[config.mk]
export PLATFORM = sky130hd
export DESIGN_NAME = imem_loader_flat
export DESIGN_NICKNAME = d
export VERILOG_FILES = /design/src/rtl/imem_loader_if.sv /design/src/rtl/imem_loader.sv /design/src/flat_wrapper.sv
export SDC_FILE = /design/constraint.sdc
export NUM_CORES = 1
export LEC_CHECK = 0
export ABC_AREA = 0
export BUFFER_PORTS_ARGS = -buffer_cell sky130_fd_sc_hd__clkbuf_2
export CAP_MARGIN = 15
export CORE_MARGIN = 3
export CORE_UTILIZATION = 47
export DETAILED_ROUTE_END_ITERATION = 7
export HOLD_SLACK_MARGIN = 0.15
export PLACE_DENSITY = 0.78
export SLEW_MARGIN = 10
export SYNTH_ARGS = -nofsm -noshare
export SYNTH_HDL_FRONTEND = slang
export SYNTH_SLANG_ARGS = --single-unit
[constraint.sdc]
create_clock -name clk -period 3.28 [get_ports clk]
set_clock_uncertainty 0.05 [all_clocks]
set_input_delay 0.328 -clock clk [delete_from_list [all_inputs] [get_ports clk]]
set_output_delay 0.328 -clock clk [all_outputs]
set_load 0.02 [all_outputs]
[src/rtl/imem_loader_if.sv]
// Purpose : byte-stream ingress plus instruction-memory write port of imem_loader.
// Latency : n/a (signal bundle only).
// Backpressure: byte_in/byte_valid transfer only when byte_ready is high.
//
// Signals:
//   byte_in    [7:0]        stream byte           (source -> loader)
//   byte_valid              byte_in valid         (source -> loader)
//   byte_ready              loader accepts byte   (loader -> source)
//   wr_en                   imem write strobe     (loader -> memory)
//   wr_addr    [ADDR_W-1:0] word-aligned byte addr (loader -> memory)
//   wr_data    [31:0]       word to write         (loader -> memory)
// Modports: master = stream source / memory side, slave = loader.
interface imem_loader_if #(
    parameter int ADDR_W = 8
);
    logic [7:0]        byte_in;
    logic              byte_valid;
    logic              byte_ready;
    logic              wr_en;
    logic [ADDR_W-1:0] wr_addr;
    logic [31:0]       wr_data;

    modport master (
        output byte_in,
        output byte_valid,
        input  byte_ready,
        input  wr_en,
        input  wr_addr,
        input  wr_data
    );

    modport slave (
        input  byte_in,
        input  byte_valid,
        output byte_ready,
        output wr_en,
        output wr_addr,
        output wr_data
    );
endinterface

[src/rtl/imem_loader.sv]
// Purpose : boot loader; assembles a framed byte stream into big-endian words,
//           writes them to instruction memory from address 0, verifies an XOR checksum.
// Latency : a word's write strobe appears the cycle after its 4th byte is accepted.
// Backpressure: byte_ready is high in HEADER/DATA/CSUM, low in DONE/ERR.
//
// Ports:
//   clk       system clock, all state on rising edge
//   reset     asynchronous, active-low reset
//   bus       imem_loader_if.slave: byte stream in, imem write port out
//   reload    one-cycle pulse, restarts a load from DONE or ERR
//   cpu_hold  1 = keep the core in reset
//   done      load finished with good checksum
//   error     load aborted (oversized header or bad checksum)
//
// Frame: header N (0 means MAX_WORDS), 4*N data bytes MSB first, checksum byte
// equal to the XOR of the header and all data bytes.
module imem_loader #(
    parameter int ADDR_W    = 8,
    parameter int MAX_WORDS = 64
) (
    input  logic         clk,
    input  logic         reset,
    imem_loader_if.slave bus,
    input  logic         reload,
    output logic         cpu_hold,
    output logic         done,
    output logic         error
);

    // Word index width: MAX_WORDS = 2^ADDR_W / 4 words fit in ADDR_W-2 bits.
    localparam int IDX_W = ADDR_W - 2;

    typedef enum logic [2:0] {
        S_HEADER,
        S_DATA,
        S_CSUM,
        S_DONE,
        S_ERR
    } state_t;

    state_t           state;
    logic [IDX_W-1:0] word_idx;   // index of the word currently being assembled
    logic [IDX_W-1:0] last_idx;   // index of the final word of this frame
    logic [1:0]       byte_cnt;   // byte position inside the current word
    logic [7:0]       csum;       // running XOR of header and data bytes
    logic [23:0]      word_asm;   // first three bytes of the word in flight

    logic             xfer;
    logic             hdr_over;
    logic [IDX_W-1:0] hdr_last_idx;

    assign xfer = bus.byte_valid && bus.byte_ready;

    // Header decode. Storing N-1 rather than N lets a zero header mean a full
    // memory load without needing an extra bit to represent MAX_WORDS.
    always_comb begin
        hdr_over     = int'(bus.byte_in) > MAX_WORDS;
        hdr_last_idx = IDX_W'(MAX_WORDS - 1);
        if (bus.byte_in != 8'd0) begin
            hdr_last_idx = IDX_W'(bus.byte_in - 8'd1);
        end
    end

    always_ff @(posedge clk or negedge reset) begin
        if (!reset) begin
            state          <= S_HEADER;
            bus.byte_ready <= 1'b1;
            bus.wr_en      <= 1'b0;
            bus.wr_addr    <= '0;
            bus.wr_data    <= '0;
            cpu_hold       <= 1'b1;
            done           <= 1'b0;
            error          <= 1'b0;
            word_idx       <= '0;
            last_idx       <= '0;
            byte_cnt       <= '0;
            csum           <= '0;
            word_asm       <= '0;
        end else begin
            // Write strobe is a single-cycle pulse unless re-armed below.
            bus.wr_en <= 1'b0;

            case (state)
                S_HEADER: begin
                    if (xfer) begin
                        csum <= bus.byte_in;
                        if (hdr_over) begin
                            state          <= S_ERR;
                            bus.byte_ready <= 1'b0;
                            error          <= 1'b1;
                        end else begin
                            last_idx <= hdr_last_idx;
                            state    <= S_DATA;
                        end
                    end
                end

                S_DATA: begin
                    if (xfer) begin
                        csum     <= csum ^ bus.byte_in;
                        word_asm <= {word_asm[15:0], bus.byte_in};
                        byte_cnt <= byte_cnt + 2'd1;
                        if (byte_cnt == 2'd3) begin
                            // Address uses the pre-increment index, so bumping
                            // the index on this same edge is equivalent to
                            // incrementing it after the write cycle.
                            bus.wr_en   <= 1'b1;
                            bus.wr_data <= {word_asm, bus.byte_in};
                            bus.wr_addr <= {word_idx, 2'b00};
                            word_idx    <= word_idx + IDX_W'(1);
                            if (word_idx == last_idx) begin
                                state <= S_CSUM;
                            end
                        end
                    end
                end

                S_CSUM: begin
                    if (xfer) begin
                        bus.byte_ready <= 1'b0;
                        if (bus.byte_in == csum) begin
                            state    <= S_DONE;
                            done     <= 1'b1;
                            cpu_hold <= 1'b0;
                        end else begin
                            state <= S_ERR;
                            error <= 1'b1;
                        end
                    end
                end

                S_DONE, S_ERR: begin
                    // wr_addr/wr_data keep the last write for observability.
                    if (reload) begin
                        state          <= S_HEADER;
                        bus.byte_ready <= 1'b1;
                        cpu_hold       <= 1'b1;
                        done           <= 1'b0;
                        error          <= 1'b0;
                        word_idx       <= '0;
                        byte_cnt       <= '0;
                        csum           <= '0;
                        word_asm       <= '0;
                    end
                end

                default: begin
                    state <= S_HEADER;
                end
            endcase
        end
    end

endmodule

[src/flat_wrapper.sv]
// flat-port wrapper written by rule: the top's interface ports become plain ports
module imem_loader_flat 
#(
    parameter int ADDR_W    = 8,
    parameter int MAX_WORDS = 64
)
  (clk, reset, reload, cpu_hold, done, error, bus_byte_in, bus_byte_valid, bus_byte_ready, bus_wr_en, bus_wr_addr, bus_wr_data);
  imem_loader_if #(.ADDR_W(ADDR_W)) bus_i ();
  input  logic clk;
  input  logic reset;
  input  logic reload;
  output logic cpu_hold;
  output logic done;
  output logic error;
  input wire logic [$bits(bus_i.byte_in)-1:0] bus_byte_in;
  input wire logic [$bits(bus_i.byte_valid)-1:0] bus_byte_valid;
  output wire logic [$bits(bus_i.byte_ready)-1:0] bus_byte_ready;
  output wire logic [$bits(bus_i.wr_en)-1:0] bus_wr_en;
  output wire logic [$bits(bus_i.wr_addr)-1:0] bus_wr_addr;
  output wire logic [$bits(bus_i.wr_data)-1:0] bus_wr_data;
  assign bus_i.byte_in = bus_byte_in;
  assign bus_i.byte_valid = bus_byte_valid;
  assign bus_byte_ready = bus_i.byte_ready;
  assign bus_wr_en = bus_i.wr_en;
  assign bus_wr_addr = bus_i.wr_addr;
  assign bus_wr_data = bus_i.wr_data;
  imem_loader #(.ADDR_W(ADDR_W), .MAX_WORDS(MAX_WORDS)) u_core (.clk(clk), .reset(reset), .bus(bus_i), .reload(reload), .cpu_hold(cpu_hold), .done(done), .error(error));
endmodule
# After elaboration in Yosys (flattened, before gate mapping)
# Cells that the tools add are included.
# word_totals
regBits	92
input_bits	12
output_inout_bits	45
wordCells	96
# op_classes
n_addsub	3
order_cmp	1
eq_ne	16
mux	44
bitwise_logic	2
reduce_logical	17
# ops
op	n
two-way mux 24 bit	2
case mux 24 bit (2 select lines)	1
two-way mux 3 bit	8
two-way mux 6 bit	4
two-way mux 8 bit	3
case mux 8 bit (3 select lines)	1
two-way mux 1 bit	16
!= test 2 x 1 -> 1 bit (second input constant)	7
case mux 3 bit (4 select lines)	1
case mux 6 bit (2 select lines)	1
AND reduction 4 bit	3
AND reduction 6 bit	2
AND reduction 3 bit	3
equality test 8 bit	1
greater-than comparator 8 x 7 -> 1 bit (second input constant)	1
nonzero test 8 bit	1
bitwise XOR 8 bit	1
adder 6 x 1 -> 6 bit (second input constant)	1
equality test 3 x 2 -> 1 bit (second input constant)	2
equality test 6 bit	1
case mux 1 bit (3 select lines)	2
nonzero test 3 bit	2
subtractor 6 x 1 -> 6 bit (second input constant)	1
AND reduction 5 bit	1
other kinds (13)	17

# Logic depth before layout (Yosys ltp)
# Gate-level depths: netlist of run 1.
# depth
word_depth	5
ltp_mapped	9

# Worst setup path after synthesis of run 1
# OpenSTA, ideal clock, no wires.
# synth_timing
path_type	reg-to-reg
from	register u_core.state[1]
to	register u_core.bus.wr_data[15]
setup_ns	0.125
arrival_ns	1.743
t_required_ns	3.105
setup_slack_ns	1.361
stages_incl_launch_ff	8
path_buffers	4
synth_period_minus_slack_ns	1.919
cell_sequence	dfrtp_1 -> buf_2 -> or3b_1 -> or2_1 -> clkbuf_2 -> buf_6 -> buf_8 -> mux2_4
# synth_via
elab_chain_cells	2
# synth_lines
item	line	text
start, declared	imem_loader.sv:41	state_t state;
start signal, assigned	imem_loader.sv:66	state <= S_HEADER;
start signal, assigned	imem_loader.sv:88	state <= S_ERR;
start signal, assigned	imem_loader.sv:93	state <= S_DATA;
equality test 3 x 1 -> 1 bit	imem_loader.sv:83	case (state)
AND reduction 3 bit (no source line)	-	
end signal, assigned	imem_loader.sv:108	bus.wr_data <= {word_asm, bus.byte_in};
end, declared	imem_loader_if.sv:38	output wr_data
# Every way passes these cells.
# A chain may end at the register's enable or synchronous reset.

# Worst setup path in the final report of run 1
# layout_timing
from	register u_core.state[1]
to	register u_core.word_idx[5]
# layout_via
elab_chain_cells	4
word_cells_on_any_way	10
classes_between	6 x eq/ne; 1 x mux; 3 x reduce/logical
# layout_lines
item	line	text
equality test 3 x 2 -> 1 bit / equality test 3 bit (equally long branches)	imem_loader.sv:83	
OR reduction 2 bit	imem_loader.sv:83	
!= test 2 bit (no source line) / nonzero test 2 bit (equally long branches)	-	
AND reduction 4 bit (no source line)	-	
end signal, assigned	imem_loader.sv:110	word_idx <= word_idx + IDX_W'(1);
end, declared	imem_loader.sv:42	logic [IDX_W-1:0] word_idx;
# Several ways; a longest one is shown, not always the timed one.

==> impl_metrics.csv, run 1 <==
group,metric,value,unit
outcome,outcome,"finished, final reports clean",
place,gp_congestion,0.8145,
layout,nets,397,
route,drc,0,
clocking,cts_tree,"built",
clocking,clk-insertion-delay-late,0.37,ns
route,drt_iter0_markers,152,
die,dieArea,9835,sq um
route,vias,2801,
timing,worstMarginPinSlew,0.8026,ns
grt,grtUsageTotal,0.1764,
flow_run,maxCapViolCount,0,
route,wl_met2,3828,um
power,clkPwrFrac,0.404,
timing,finalCritPeriodShare,0.8273,
place,dp_hpwl,5380,um
layout,area_growth,13.37,%
clocking,postCtsSetupBuffers,0,
synth,synth_area_leaders,"dfrtp_1, mux2_2, a22o_1, mux2_4, nor2_1",
route,ant_nets,0,
worst_setup_path,arrival,2.92,ns
synth,synth-main-ff-cell,"dfrtp_1",
power,p_sw,485.0,uW
power,vdd_drop_max,0.2635,mV
worst_setup_path,r2r_slack,0.57,ns
layout,final_core_util,0.5546,
worst_setup_path,crit_path_start_kind,"register",
synth,synth_edf_count,0,
clocking,clock-sinks,92,
power,leakagePower,2.391,nW
power,p_comb_frac,0.030,
timing,slew_violations,0,
layout,antennaDiodeCount,0,
route,routedWlPerCell,16.52,um
place,numPortBuffers,54,
die,ios,57,
grt,antenna_found_initial,0,
clocking,cts.reportedPaths.clkPinSlew,0.10,ns
synth,seq_area_frac_synth,0.5649,
timing,rsz0062_at_grt,"false",
timing,hold_slack,0.2347,ns
route,met3_length,250,um
timing,finalSetupViolCount,0,
timing,layout_min_cycle_time,2.713,ns
power,p_per_area,433.3,nW/um^2
grt,grt_first_pass_wirelength,13880,um
die,core_area,8341,sq um
hold_path,hold_path_end,"u_core.last_idx[0]",
synth,synthCells,334,
die,dieWidth,99.17,um
route,m1WireLength,3873,um
die,row_count,33,
timing,slew_headroom,0.4649,
synth,async_flop_share,1.000,
synth,synth_warnings,0,
place,dp.cells,474,
clocking,cts-root-buf,"clkbuf_8",
synth,syn-cell-area,4080,sq um
worst_setup_path,worstPathRequired,3.48,ns
hold_path,hold_path_depth,2,
die,die_y,99.17,um
hold_path,min_path_type,"input pin to register",
route,firstDrtPassIters,4,
layout,final_cells,491,
synth,synth_area_per_cell,12.22,sq um
layout,drive_gt1_frac,0.3109,
timing,max_freq,0.3685,GHz
power,seqPwrFrac,0.565,
worst_setup_path,critPathKind,"register to register",
route,top_layer_used,"met4",
clocking,h-tree-depth,3,
synth,synth_largest_area_cell,"dfrtp_1",
worst_setup_path,r2r-end,"u_core.word_idx[5]",
route,wirelength,8110,um
clocking,cts_made_buffers,9,
synth,ys_types,50,
power,switching_share,0.2420,
timing,tns,0,ns
timing,final_hold_viol_count,0,
synth,synth_top_area_frac,0.5520,
synth,synth-seq-cells,92,
grt,grt_max_degree,93,
grt,overflow,0,
worst_setup_path,critPathMaxFanout,26,
worst_setup_path,end_kind,"register",
power,intPower,1.519,mW
grt,grt_pass1_vias,2828,
clocking,clockBufferDepth,2,
worst_setup_path,worstRegToRegCells,6,
route,post_drt_via_cell_ratio,5.705,
worst_setup_path,r2r-start,"u_core.state[1]",
die,start_util,0.4892,
hold_path,hp-start,"bus_byte_in[0]",
## flip-flops by register name, indices dropped and copies added, names as in the netlist
name,count
u_core.bus.wr_en,1
u_core.state,3
u_core.byte_cnt,2
u_core.bus.byte_ready,1
u_core.csum,8
u_core.bus.wr_addr,6
u_core.cpu_hold,1
u_core.bus.wr_data,32
u_core.last_idx,6
u_core.word_idx,6
u_core.word_asm,24
u_core.error,1
u_core.done,1
## power groups by stage
stage / Sequential (mW) / Clock [mW] / Combinational (mW)
global placement: 1.16 / 0 / 0.0593
global route: 1.13 / 0.868 / 0.0690
floorplan: 1.16 / 0 / 0.0237
finish: 1.13 / 0.811 / 0.0605
detailed placement: 1.16 / 0 / 0.0604
CTS: 1.13 / 0.826 / 0.0607
## final cells by class
class | instances | area (sq um)
timing repair buffer | 60 | 324.1
clock inverter | 7 | 92.59
multi-input combinational | 211 | 1623
inverter | 7 | 26.28
tap | 105 | 131.4
clock buffer | 9 | 123.9
fill | 690 | 3715
sequential | 92 | 2305
## worst max-delay path by stage
| stage | to | startpoint | cells after the start |
|---|---|---|---|
| 6_report | u_core.word_idx[5] | u_core.state[1] | 6 |
| 5_1_grt | u_core.word_idx[5] | u_core.state[1] | 6 |
| 4_1_cts | u_core.word_idx[4] | u_core.state[1] | 6 |
| 3_5_place_dp | u_core.word_idx[4] | u_core.state[1] | 6 |
| 3_3_place_gp | u_core.word_idx[5] | u_core.state[1] | 6 |
| 2_1_floorplan | u_core.bus.wr_data[15] | u_core.state[1] | 7 |
## synthesized netlist by cell type, types with 2 or more instances
cell,count
a22o_1,26
a31oi_1,6
a32o_1,8
and3_1,2
buf_2,7
buf_4,2
clkbuf_1,13
dfrtp_1,90
dfstp_2,2
ha_1,4
inv_1,6
mux2_2,31
mux2_4,9
nand2_1,9
nand2b_1,2
nand3_1,6
nand4_1,4
nor2_1,32
nor2b_1,3
nor3_1,2
o211ai_1,2
o21ai_0,20
xnor2_1,12
xor2_1,10
## worst max-delay path, cell delays in order (launching register included)
cell	delay (ns)
dfrtp_1	0.69
or3b_1	0.40
or2_2	0.65
clkinv_1	0.39
nand4_1	0.21
xor2_1	0.16
nor2_1	0.05
## metal layers
layer / track usage / vias to the layer above
met3: 0.03296 / 12
met2: 0.2727 / 49
met4: 0.07248 / 0
met5: 0 / -
met1: 0.2465 / 1444
li1: - / 1296
## metrics by stage
step	setup slack [ns]	instance area [sq um]	power (mW)
3_3_place_gp	0.6525	4395	1.215
6_report	0.5666	4626	2.004
3_5_place_dp	0.5657	4395	1.216
4_1_cts	0.5693	4612	2.020
2_1_floorplan	1.361	4084	1.180
5_1_grt	0.2994	4626	2.071
## layout by cell type, fill, tap and decap left out, drive strengths merged, types with 2 or more instances in the layout
cell / n
dfrtp: 90
clkbuf: 62
mux2: 40
nor2: 33
a22o: 26
o21ai: 20
xnor2: 12
xor2: 10
nand2: 9
inv: 9
a32o: 8
nand3: 6
a31oi: 6
buf: 6
nand4: 4
ha: 4
nor2b: 3
nand2b: 2
and3: 2
o211ai: 2
nor3: 2
conb: 2
clkinvlp: 2
dfstp: 2
clkinv: 2
## kinds of logic (layout without fill, tap and decap cells)
kind of cell / after synthesis / after routing / share of synthesized area
adder cells (fa/ha/maj): 4 / 4 / 0.01227
buffers and inverters: 32 / 83 / 0.03833
other: 1 / 2 / 0.0009191
AO/OA/AOI/OAI: 73 / 73 / 0.1343
AND/OR/NAND/NOR: 69 / 69 / 0.08096
XOR/XNOR: 22 / 22 / 0.04722
flip-flops: 92 / 92 / 0.5649
multiplexers: 41 / 41 / 0.1211
## timing repair
action                                 CTS  global route
endpoints found under the hold margin    0            90
gates resized for setup                  0             0
hold buffers                             0             1
(Power assumes the default switching activity.)
==> inputs of run 2 (changes only) <==
==> constraint.sdc (replaced) <==
create_clock -name clk -period 2.5 [get_ports clk]
set_clock_uncertainty 0.05 [all_clocks]
set_input_delay 0.25 -clock clk [delete_from_list [all_inputs] [get_ports clk]]
set_output_delay 0.25 -clock clk [all_outputs]
set_load 0.02 [all_outputs]
==> impl_metrics.csv, run 2 (synthesis gave the netlist of run 1 again) <==
group,metric,value,unit
outcome,outcome,"finished, final reports clean",
layout,reg_top3,"u_core.bus.wr_data: 32 flops, u_core.word_asm: 24 flops, u_core.csum: 8 flops",
die,dieWidth,99.17,um
hold_path,min_path_type,"input pin to register",
worst_setup_path,worstPathRequired,2.75,ns
timing,worstMarginPinSlew,1.116,ns
die,start_util,0.4892,
route,m1WireLength,3722,um
timing,finalSetupViolCount,0,
timing,tns,0,ns
die,core_area,8341,sq um
place,gp_congestion,0.8005,
clocking,cts_tree,"built",
route,wl_met2,4091,um
power,p_per_area,564.8,nW/um^2
layout,area_growth,14.54,%
clocking,cts.hold.buffers_added,1,
die,die_y,99.17,um
timing,finalWorstSetupSlack,0.3559,ns
clocking,postCtsSetupBuffers,0,
timing,rsz0062_at_grt,"false",
grt,antenna_found_initial,0,
grt,grt_pass1_vias,2810,
die,dieArea,9835,sq um
route,ant_nets,0,
timing,max_freq,0.4664,GHz
grt,grt_max_degree,49,
route,wirelength,8607,um
timing,layout_min_cycle_time,2.144,ns
timing,final_hold_viol_count,0,
route,post_drt_via_cell_ratio,5.754,
route,vias,2848,
place,dp_slack,0.3910,ns
layout,nets,401,
worst_setup_path,arrival,2.40,ns
clocking,clock-sinks,92,
clocking,h-tree-depth,3,
clocking,clk-insertion-delay-late,0.37,ns
power,leakagePower,2.425,nW
route,routedWlPerCell,17.39,um
worst_setup_path,critPathMaxFanout,26,
worst_setup_path,critPathKind,"register to register",
layout,drive_gt1_frac,0.3179,
flow_run,maxCapViolCount,0,
timing,finalCritPeriodShare,0.8576,
layout,final_cell_mix,"dfrtp_1, clkbuf_2, nor2_1, mux2_2, a22o_1",
worst_setup_path,r2r_slack,0.36,ns
route,firstDrtPassIters,4,
clocking,cts.reportedPaths.clkPinSlew,0.09,ns
layout,largest-register,"u_core.bus.wr_data",
power,vdd_drop_max,0.3225,mV
timing,slew_violations,0,
route,top_layer_used,"met4",
timing,slew_headroom,0.2558,
route,met3_length,546,um
route,drt_iter0_markers,133,
place,dp_hpwl,5768,um
place,numPortBuffers,54,
grt,overflow,0,
grt,grtUsageTotal,0.1844,
clocking,post_cts_resized,0,
grt,grt_first_pass_wirelength,14410,um
layout,antennaDiodeCount,0,
layout,largest_reg_flops,32,
route,drc,0,
clocking,clockBufferDepth,2,
layout,final_common_cell,"dfrtp_1",
die,ios,57,
die,row_count,33,
clocking,cts_made_buffers,9,
worst_setup_path,crit_path_start_kind,"register",
worst_setup_path,end_kind,"register",
clocking,cts-root-buf,"clkbuf_8",
-- run 2: worst max-delay path, stage by stage, from the launching register on --
cell and delay [ns]:
dfrtp_1 0.47, inv_1 0.32, o31a_1 0.93, mux2_2 0.30
-- run 2: per-stage QoR --
step | cell area [sq um] | hold slack [ns] | std cells | total power, mW | util
after floorplan | 4084 | -0.09559 | 335 | 1.548 | -
after global placement | 4451 | 0.2456 | 478 | 1.598 | 0.5336
final | 4673 | 0.1750 | 495 | 2.639 | 0.5603
after global routing | 4673 | 0.1993 | 495 | 2.740 | 0.5603
after CTS | 4673 | 0.1523 | 495 | 2.665 | 0.5603
after detailed placement | 4451 | 0.2505 | 478 | 1.600 | 0.5336
-- run 2: worst paths after layout --
check / startpoint / cells past startpoint / endpoint
setup / recovery: u_core.state[0] / 3 / u_core.byte_cnt[0]
hold / removal: bus_byte_in[0] / 2 / u_core.last_idx[0]
setup reg to reg: u_core.state[0] / 3 / u_core.byte_cnt[0]
hold reg to reg: u_core.word_asm[23] / 1 / u_core.word_asm[23]
max in group asynchronous: reset / 3 / u_core.cpu_hold
min in group asynchronous: reset / 2 / u_core.bus.wr_data[21]
-- run 2: cell type report --
type | count | area [sq um]
Sequential cell | 92 | 2305
Multi-Input combinational cell | 211 | 1623
Inverter | 7 | 26.28
Clock buffer | 9 | 123.9
Fill cell | 700 | 3667
Clock inverter | 7 | 88.84
Timing Repair Buffer | 64 | 375.4
Tap cell | 105 | 131.4
-- run 2: per-layer routing --
| metal | up-vias | global-route usage |
|---|---|---|
| met4 | 0 | 0.08088 |
| li1 | 1307 | - |
| met2 | 116 | 0.2867 |
| met1 | 1402 | 0.2540 |
| met3 | 23 | 0.03436 |
| met5 | - | 0 |
-- run 2: power by group --
part,switching [mW],internal (mW),total (mW)
Combinational,0.0615,0.0217,0.0831
Clock,0.581,0.488,1.07
Sequential,0,1.49,1.49
==> inputs of run 3 (changes only) <==
--- a/config.mk
+++ b/config.mk
@@ -8,6 +8,7 @@
 export ABC_AREA = 0
 export BUFFER_PORTS_ARGS = -buffer_cell sky130_fd_sc_hd__clkbuf_2
 export CAP_MARGIN = 15
+export CORE_ASPECT_RATIO = 1.4
 export CORE_MARGIN = 3
 export CORE_UTILIZATION = 47
 export DETAILED_ROUTE_END_ITERATION = 7
==> impl_metrics.csv, run 3 (synthesis gave the netlist of run 1 again) <==
group,metric,value,unit
outcome,outcome,"finished, final reports clean",
layout,multi_input_area,1623,sq um
die,dieArea,9851,sq um
timing,tns,0,ns
power,p_comb_frac,0.029,
layout,largest_reg_flops,32,
power,seqPwrFrac,0.502,
layout,area_growth,16.87,%
worst_setup_path,r2r-end,"u_core.byte_cnt[0]",
die,start_util,0.4919,
worst_setup_path,worstPathRequired,2.73,ns
worst_setup_path,arrival,2.43,ns
clocking,h-tree-depth,3,
grt,grt_pass1_vias,2843,
timing,finalSetupViolCount,0,
layout,drive_gt1_frac,0.3214,
worst_setup_path,critPathKind,"register to register",
power,switching_share,0.2160,
route,firstDrtPassIters,4,
clocking,clk-insertion-delay-late,0.34,ns
route,vias,2819,
flow_run,maxCapViolCount,0,
die,row_count,39,
route,ant_nets,0,
timing,final_hold_viol_count,0,
layout,largest-register,"u_core.bus.wr_data",
route,wirelength,8588,um
grt,grt_max_degree,68,
power,clkPwrFrac,0.469,
power,intPower,2.324,mW
worst_setup_path,critPathMaxFanout,26,
layout,final_cell_mix,"dfrtp_1, clkbuf_2, nor2_1, mux2_2, a22o_1",
timing,layout_min_cycle_time,2.199,ns
hold_path,min_path_type,"input pin to register",
hold_path,hold_path_end,"u_core.last_idx[0]",
grt,overflow,0,
timing,finalCritPeriodShare,0.8794,
layout,num-fill-cells,707,
clocking,cts-root-buf,"clkbuf_16",
clocking,cts.reportedPaths.clkPinSlew,0.07,ns
timing,max_freq,0.4549,GHz
timing,worstMarginPinSlew,0.9473,ns
layout,register_area,2305,sq um
die,core_area,8295,sq um
power,p_sw,640.2,uW
worst_setup_path,r2r_slack,0.30,ns
grt,grt_first_pass_wirelength,14340,um
worst_setup_path,worstRegToRegCells,5,
layout,reg_top3,"u_core.bus.wr_data: 32 flops, u_core.word_asm: 24 flops, u_core.csum: 8 flops",
clocking,post_cts_resized,0,
grt,grtUsageTotal,0.1882,
place,gp_congestion,0.9322,
die,dieWidth,84.75,um
route,post_drt_via_cell_ratio,5.706,
layout,antennaDiodeCount,0,
route,drt_iter0_markers,227,
route,drc,0,
clocking,clock-sinks,92,
hold_path,hp-start,"bus_byte_in[0]",
grt,antenna_found_initial,0,
timing,hold_slack,0.2174,ns
place,numPortBuffers,54,
layout,final_common_cell,"dfrtp_1",
layout,nets,403,
route,routedWlPerCell,17.38,um
die,die_y,116.2,um
worst_setup_path,end_kind,"register",
timing,slew_violations,0,
place,dp_hpwl,5956,um
timing,slew_headroom,0.3685,
die,ios,57,
clocking,cts_made_buffers,9,
power,p_per_area,621.6,nW/um^2
worst_setup_path,r2r-start,"u_core.state[1]",
hold_path,hold_path_depth,2,
timing,rsz0062_at_grt,"false",
power,leakagePower,2.478,nW
power,vdd_drop_max,0.3951,mV
clocking,cts_tree,"built",
clocking,clockBufferDepth,2,
worst_setup_path,crit_path_start_kind,"register",
run 3: changes by cell type in the layout (fill, tap and decap cells not counted), sizes merged:
cell,before,now
clkbuf,62,63
inv,10,9
clkinvlp,1,0
clkinv,2,3
buf,10,12
run 3: what timing repair did:
| action | 4_1_cts | 5_1_grt |
|---|---|---|
| buffers inserted | 0 | 0 |
| hold buffers | 1 | 0 |
| hold endpoints to repair | 63 | 0 |
run 3: area by class of cell:
cell class                      instances  area share
Multi-Input combinational cell        211      0.3403
Clock inverter                          6     0.01469
Inverter                                7    0.005510
Clock buffer                           10     0.05012
Timing Repair Buffer                   66     0.07924
Tap cell                              102     0.02676
Sequential cell                        92      0.4833
run 3: worst max-delay path by stage:
stage / endpoint / slack [ns] / from
2_1_floorplan: u_core.bus.wr_data[15] / 0.58 / u_core.state[1]
3_3_place_gp: u_core.last_idx[1] / 0.39 / bus_byte_in[0]
3_5_place_dp: u_core.last_idx[0] / 0.35 / bus_byte_in[0]
4_1_cts: u_core.byte_cnt[0] / 0.30 / u_core.state[1]
5_1_grt: u_core.byte_cnt[0] / 0.10 / u_core.state[1]
6_report: u_core.byte_cnt[0] / 0.30 / u_core.state[1]
run 3: through the flow:
stage          power (mW)  setup slack [ns]  cells    util  instance area (sq um)
4_1_cts             3.005            0.2952    494  0.5748                   4768
6_report            2.964            0.3015    494  0.5748                   4768
5_1_grt             3.069            0.1028    494  0.5748                   4768
2_1_floorplan       1.548            0.5815    335       -                   4084
3_3_place_gp        1.600            0.3863    477  0.5364                   4449
3_5_place_dp        1.602            0.3484    477  0.5364                   4449
run 3: routing by layer:
metal	vias to the layer above	global-route usage	share of wire
met3	15	0.03952	0.043
met5	-	0	0
met2	77	0.3210	0.52
met4	0	0.08976	0.022
li1	1301	-	-
met1	1426	0.2288	0.41
run 3: critical path: stages (launching register included):
cell,delay [ns]
dfrtp_1,0.47
buf_4,0.23
and3b_1,0.20
a21oi_1,0.12
o31a_1,0.76
mux2_2,0.30
run 3: power by group through the flow:
| stage | logic [mW] | registers (mW) | clock network (mW) |
|---|---|---|---|
| 2_1_floorplan | 0.0311 | 1.52 | 0 |
| 5_1_grt | 0.0964 | 1.49 | 1.49 |
| 3_3_place_gp | 0.0839 | 1.52 | 0 |
| 6_report | 0.0855 | 1.49 | 1.39 |
| 4_1_cts | 0.0879 | 1.49 | 1.43 |
| 3_5_place_dp | 0.0861 | 1.52 | 0 |
